## config.mk

```make
export PLATFORM = sky130hd
export DESIGN_NAME = ring_rr_arbiter
export DESIGN_NICKNAME = d
export VERILOG_FILES = /design/src/rtl/ring_rr_arbiter.sv
export SDC_FILE = /design/constraint.sdc
export NUM_CORES = 1
export LEC_CHECK = 0
export CELL_PAD_IN_SITES_DETAIL_PLACEMENT = 0
export CELL_PAD_IN_SITES_GLOBAL_PLACEMENT = 2
export CORE_MARGIN = 2
export CORE_UTILIZATION = 32
export CTS_CLUSTER_DIAMETER = 150
export DETAILED_ROUTE_END_ITERATION = 10
export GPL_ROUTABILITY_DRIVEN = 1
export PLACE_DENSITY = 0.84
export SYNTH_ARGS = -nofsm -noshare
export SYNTH_HDL_FRONTEND = slang
export SYNTH_SLANG_ARGS = --single-unit
```

## constraint.sdc

```tcl
create_clock -name clk -period 4.2 [get_ports clk]
set_input_delay 0.84 -clock clk [delete_from_list [all_inputs] [get_ports clk]]
set_output_delay 0.84 -clock clk [all_outputs]
set_load 0.005 [all_outputs]
```

## src/rtl/ring_rr_arbiter.sv

```systemverilog
`default_nettype none
// ============================================================================
// Module      : ring_rr_arbiter
// Description : N-way round-robin arbiter with a one-hot ring priority
//               pointer, registered one-hot grant and bounded hold time
//               with forced rotation (pre-emption) when others are waiting.
// Revision    : 1.0 - initial release
// ============================================================================
module ring_rr_arbiter #(
    parameter int N        = 4,
    parameter int MAX_HOLD = 4,
    localparam int ID_W    = $clog2(N)
) (
    input  logic            clk,
    input  logic            reset,
    input  logic [N-1:0]    req,
    output logic [N-1:0]    grant,
    output logic [ID_W-1:0] grant_id,
    output logic            busy,
    output logic            preempt
);

    localparam int                    c_hold_w   = (MAX_HOLD > 1) ? $clog2(MAX_HOLD) : 1;
    localparam logic [c_hold_w-1:0]   c_hold_max = c_hold_w'(MAX_HOLD - 1);

    localparam logic [0:0] c_st_idle  = 1'b0;
    localparam logic [0:0] c_st_grant = 1'b1;

    logic [0:0]          r_state;
    logic [N-1:0]        r_prio;
    logic [c_hold_w-1:0] r_hold;
    logic [N-1:0]        r_grant;
    logic [ID_W-1:0]     r_grant_id;
    logic                r_busy;
    logic                r_preempt;

    logic [0:0]          w_state_nxt;
    logic [N-1:0]        w_prio_nxt;
    logic [c_hold_w-1:0] w_hold_nxt;
    logic [N-1:0]        w_grant_nxt;
    logic                w_preempt_nxt;

    logic                w_owner_req;
    logic [N-1:0]        w_others;
    logic [N-1:0]        w_rot;
    logic [N-1:0]        w_win_idle;
    logic [N-1:0]        w_win_sw;

    function automatic logic [ID_W-1:0] f_onehot_idx(input logic [N-1:0] oh);
        logic [ID_W-1:0] idx;
        idx = '0;
        for (int i = 0; i < N; i++) begin
            if (oh[i]) begin
                idx = ID_W'(i);
            end
        end
        return idx;
    endfunction

    // Circular search: first the bits at or above the pointer, then the wrap.
    function automatic logic [N-1:0] f_pick(input logic [N-1:0] cand,
                                            input logic [N-1:0] prio);
        logic [ID_W-1:0] p;
        logic [N-1:0]    res;
        logic            found;
        p     = f_onehot_idx(prio);
        res   = '0;
        found = 1'b0;
        for (int i = 0; i < N; i++) begin
            if (!found && cand[i] && (i >= int'(p))) begin
                res[i] = 1'b1;
                found  = 1'b1;
            end
        end
        for (int i = 0; i < N; i++) begin
            if (!found && cand[i] && (i < int'(p))) begin
                res[i] = 1'b1;
                found  = 1'b1;
            end
        end
        return res;
    endfunction

    assign w_owner_req = |(req & r_grant);
    assign w_others    = req & ~r_grant;
    assign w_rot       = {r_grant[N-2:0], r_grant[N-1]};
    assign w_win_idle  = f_pick(req, r_prio);
    // On release req[g] is already low, so req & ~grant equals req there too.
    assign w_win_sw    = f_pick(w_others, w_rot);

    always_comb begin
        w_state_nxt   = r_state;
        w_prio_nxt    = r_prio;
        w_hold_nxt    = r_hold;
        w_grant_nxt   = r_grant;
        w_preempt_nxt = 1'b0;
        case (r_state)
            c_st_idle: begin
                if (|req) begin
                    w_grant_nxt = w_win_idle;
                    w_hold_nxt  = '0;
                    w_state_nxt = c_st_grant;
                end
            end
            c_st_grant: begin
                if (!w_owner_req) begin
                    w_prio_nxt = w_rot;
                    w_hold_nxt = '0;
                    if (|w_others) begin
                        w_grant_nxt = w_win_sw;
                    end else begin
                        w_grant_nxt = '0;
                        w_state_nxt = c_st_idle;
                    end
                end else if ((r_hold == c_hold_max) && (|w_others)) begin
                    w_prio_nxt    = w_rot;
                    w_grant_nxt   = w_win_sw;
                    w_hold_nxt    = '0;
                    w_preempt_nxt = 1'b1;
                end else if (r_hold != c_hold_max) begin
                    w_hold_nxt = r_hold + c_hold_w'(1);
                end
            end
            default: begin
                w_state_nxt = c_st_idle;
                w_grant_nxt = '0;
            end
        endcase
    end

    always_ff @(posedge clk) begin
        if (reset) begin
            r_state    <= c_st_idle;
            r_prio     <= {{(N-1){1'b0}}, 1'b1};
            r_hold     <= '0;
            r_grant    <= '0;
            r_grant_id <= '0;
            r_busy     <= 1'b0;
            r_preempt  <= 1'b0;
        end else begin
            r_state    <= w_state_nxt;
            r_prio     <= w_prio_nxt;
            r_hold     <= w_hold_nxt;
            r_grant    <= w_grant_nxt;
            r_grant_id <= f_onehot_idx(w_grant_nxt);
            r_busy     <= |w_grant_nxt;
            r_preempt  <= w_preempt_nxt;
        end
    end

    assign grant    = r_grant;
    assign grant_id = r_grant_id;
    assign busy     = r_busy;
    assign preempt  = r_preempt;

endmodule
`default_nettype wire

```

==> flow_summary.yaml <==
worst_setup_path:
  worstPathMaxFanout: 9
  endpoint_kind: "register"
  cp.required_ns: 4.35
  critical_path_class: "in -> reg"
  arrival_ns: 3.04
  start_kind: "primary input"
routing:
  first_iter_violations: 22
  vias: 757
  drc: 0
  drt_pass1_iterations: 4
  wire_per_inst_microns: 13.3
  wl_mm: 1.85
  vias_per_cell: 5.45
  ant_nets: 0
final_layout:
  nNetsFinal: 117
  areaGrowthSynthToFinish_pct: 23.2
  final_common_cell: "dfxtp_1"
  drive_gt1_frac: 0.0734
  final_cell_mix: "dfxtp_1 (14), clkdlybuf4s50_1 (13), nor2_1 (11)"
  antenna_cells: 0
yosys:
  synth_area_per_cell_sq_um: 8.40
  yosys.area.top_type: "dfxtp_1"
  synthTopCellsByArea: "dfxtp_1 (35%), nor2b_1 (6.3%), nor2_1 (5.2%)"
  syn_area_sq_um: 798
  synth_edf_count: 0
  synth-async-reset-ratio: 0
  syn_inst: 95
  ys_types: 38
  ys_seq_elements: 14
  synth_flop_cell: "dfxtp_1"
  yosysTopAreaCellShare: 0.351
  ys_seq_area_frac: 0.351
  syn_nets: 102
  yosysWarnings: 0
clock_network:
  htreeDepth: 1
  clock_path_buffers: 2
  clkSinkCount: 14
  holdBufCountCts: 0
  cts-resized-gates: 0
  insertion_delay_ns: 0.27
  cts_tree: "done"
  postCtsSetupBuffers: 0
  cts_buffers: 3
  root_buffer: "clkbuf_4"
  clkTransAtPathRegs_ns: 0.08
floorplan:
  rows: 18
  die_w_microns: 53.9
  core_area_sq_um: 2410
  initial_core_util: 0.331
  die_height_microns: 53.9
  pin_count: 14
  dieArea_sq_um: 2910
timing:
  setup_tns_ns: 0
  final-hold-violation-count: 0
  rsz0062_at_grt: "false"
  maxClockFrequency_mhz: 346
  setup_viol: 0
  worst_pin_slew_ns: 0.594
  post-route-period-util: 0.688
  fin_hold_ws_ns: 0.495
  slew_headroom: 0.601
  finalClockSkew_ns: 0.00290
  slew_violations: 0
  period_needed_ns: 2.89
power:
  total_power_uw: 321
  power.density_nw_per_um2: 327
  peakVddDrop_mv: 0.244
  leakagePower_nw: 0.375
hold_path:
  min_path_type: "reg -> reg"
global_route:
  grt_pass1_vias: 678
  grt_pass1_wl_mm: 2.94
  grt_overflow: 0
  grt_util_all_layers: 0.141
  antenna_found_initial: 0
  grt_max_degree: 15
placement:
  gp_congestion: 0.875
  hpwl_mm: 1.42
  portBuffers: 13
run_status:
  status: "completed"
flow_run:
  max_cap_violations: 0
-- cells in the mapped netlist (2+ instances only) --
master,instances
inv_1,6
o32ai_1,2
o21ai_0,4
o2111a_1,2
clkbuf_1,2
o21ai_1,2
nor4_1,2
nand2_1,3
nor2b_1,8
a21oi_1,6
nor2_1,11
nand2b_1,4
a31oi_1,3
dfxtp_1,14
mux2i_1,3
-- sequential cells by signal, summed over array words and instances (netlist names) --
register / cells
grant: 4
preempt: 1
grant_id: 2
r_state: 1
busy: 1
r_prio: 3
r_hold: 2
-- power breakdown --
part           switching (mW)  internal (mW)
registers              0.0103          0.143
logic                  0.0368         0.0386
clock network          0.0401         0.0527
total                  0.0871          0.234
-- cells by family (layout without fill, tap and decap cells) --
kind of cell               count (synthesis)  in the layout  share of synthesized area
buffers and inverters                      9             23                     0.0517
AOI/OAI and AO/OA                         33             33                      0.309
DFF                                       14             14                      0.351
adders and majority gates                  1              1                     0.0157
and+or+nand+nor                           35             35                      0.235
muxes                                      3              3                     0.0376
-- path summary, 6_finish.rpt --
path | from | endpoint | slack (ns) | cells past startpoint
max | req[1] | busy$_SDFF_PP0_ | 1.31 | 7
min reg2reg | r_hold[0]$_SDFFE_PP0P_ | r_hold[0]$_SDFFE_PP0P_ | 0.49 | 2
min | r_hold[0]$_SDFFE_PP0P_ | r_hold[0]$_SDFFE_PP0P_ | 0.49 | 2
max reg2reg | grant[2]$_SDFF_PP0_ | busy$_SDFF_PP0_ | 2.06 | 6
-- layout make-up --
type | instances | area (sq um)
fill | 227 | 1430
tap | 30 | 37.5
sequential | 14 | 280
inverter | 6 | 22.5
multi-input combinational | 72 | 477
clock buffer | 4 | 36.3
timing repair buffer | 13 | 130
-- per-stage QoR --
stage / util / worst slack (ns) / cells / cell area [sq um]
5_1_grt: 0.408 / 1.17 / 139 / 983
2_1_floorplan: - / 1.79 / 95 / 798
3_3_place_gp: 0.393 / 1.01 / 135 / 947
6_report: 0.408 / 1.31 / 139 / 983
4_1_cts: 0.408 / 1.31 / 139 / 983
3_5_place_dp: 0.393 / 1.02 / 135 / 947
-- worst max-delay path: stages --
cell	delay [ns]
clkdlybuf4s50_1	0.54
a222oi_1	0.61
a21o_2	0.27
o21ai_1	0.12
a221oi_1	0.41
a21o_1	0.17
nand3_1	0.07
-- metal layers --
layer / wire length [microns] / up-vias / track usage
met2: 778 / 25 / 0.211
met4: 51 / 0 / 0.0940
li1: - / 385 / -
met5: 0 / - / 0
met3: 115 / 7 / 0.0278
met1: 905 / 340 / 0.183
(Power assumes the default switching activity.)
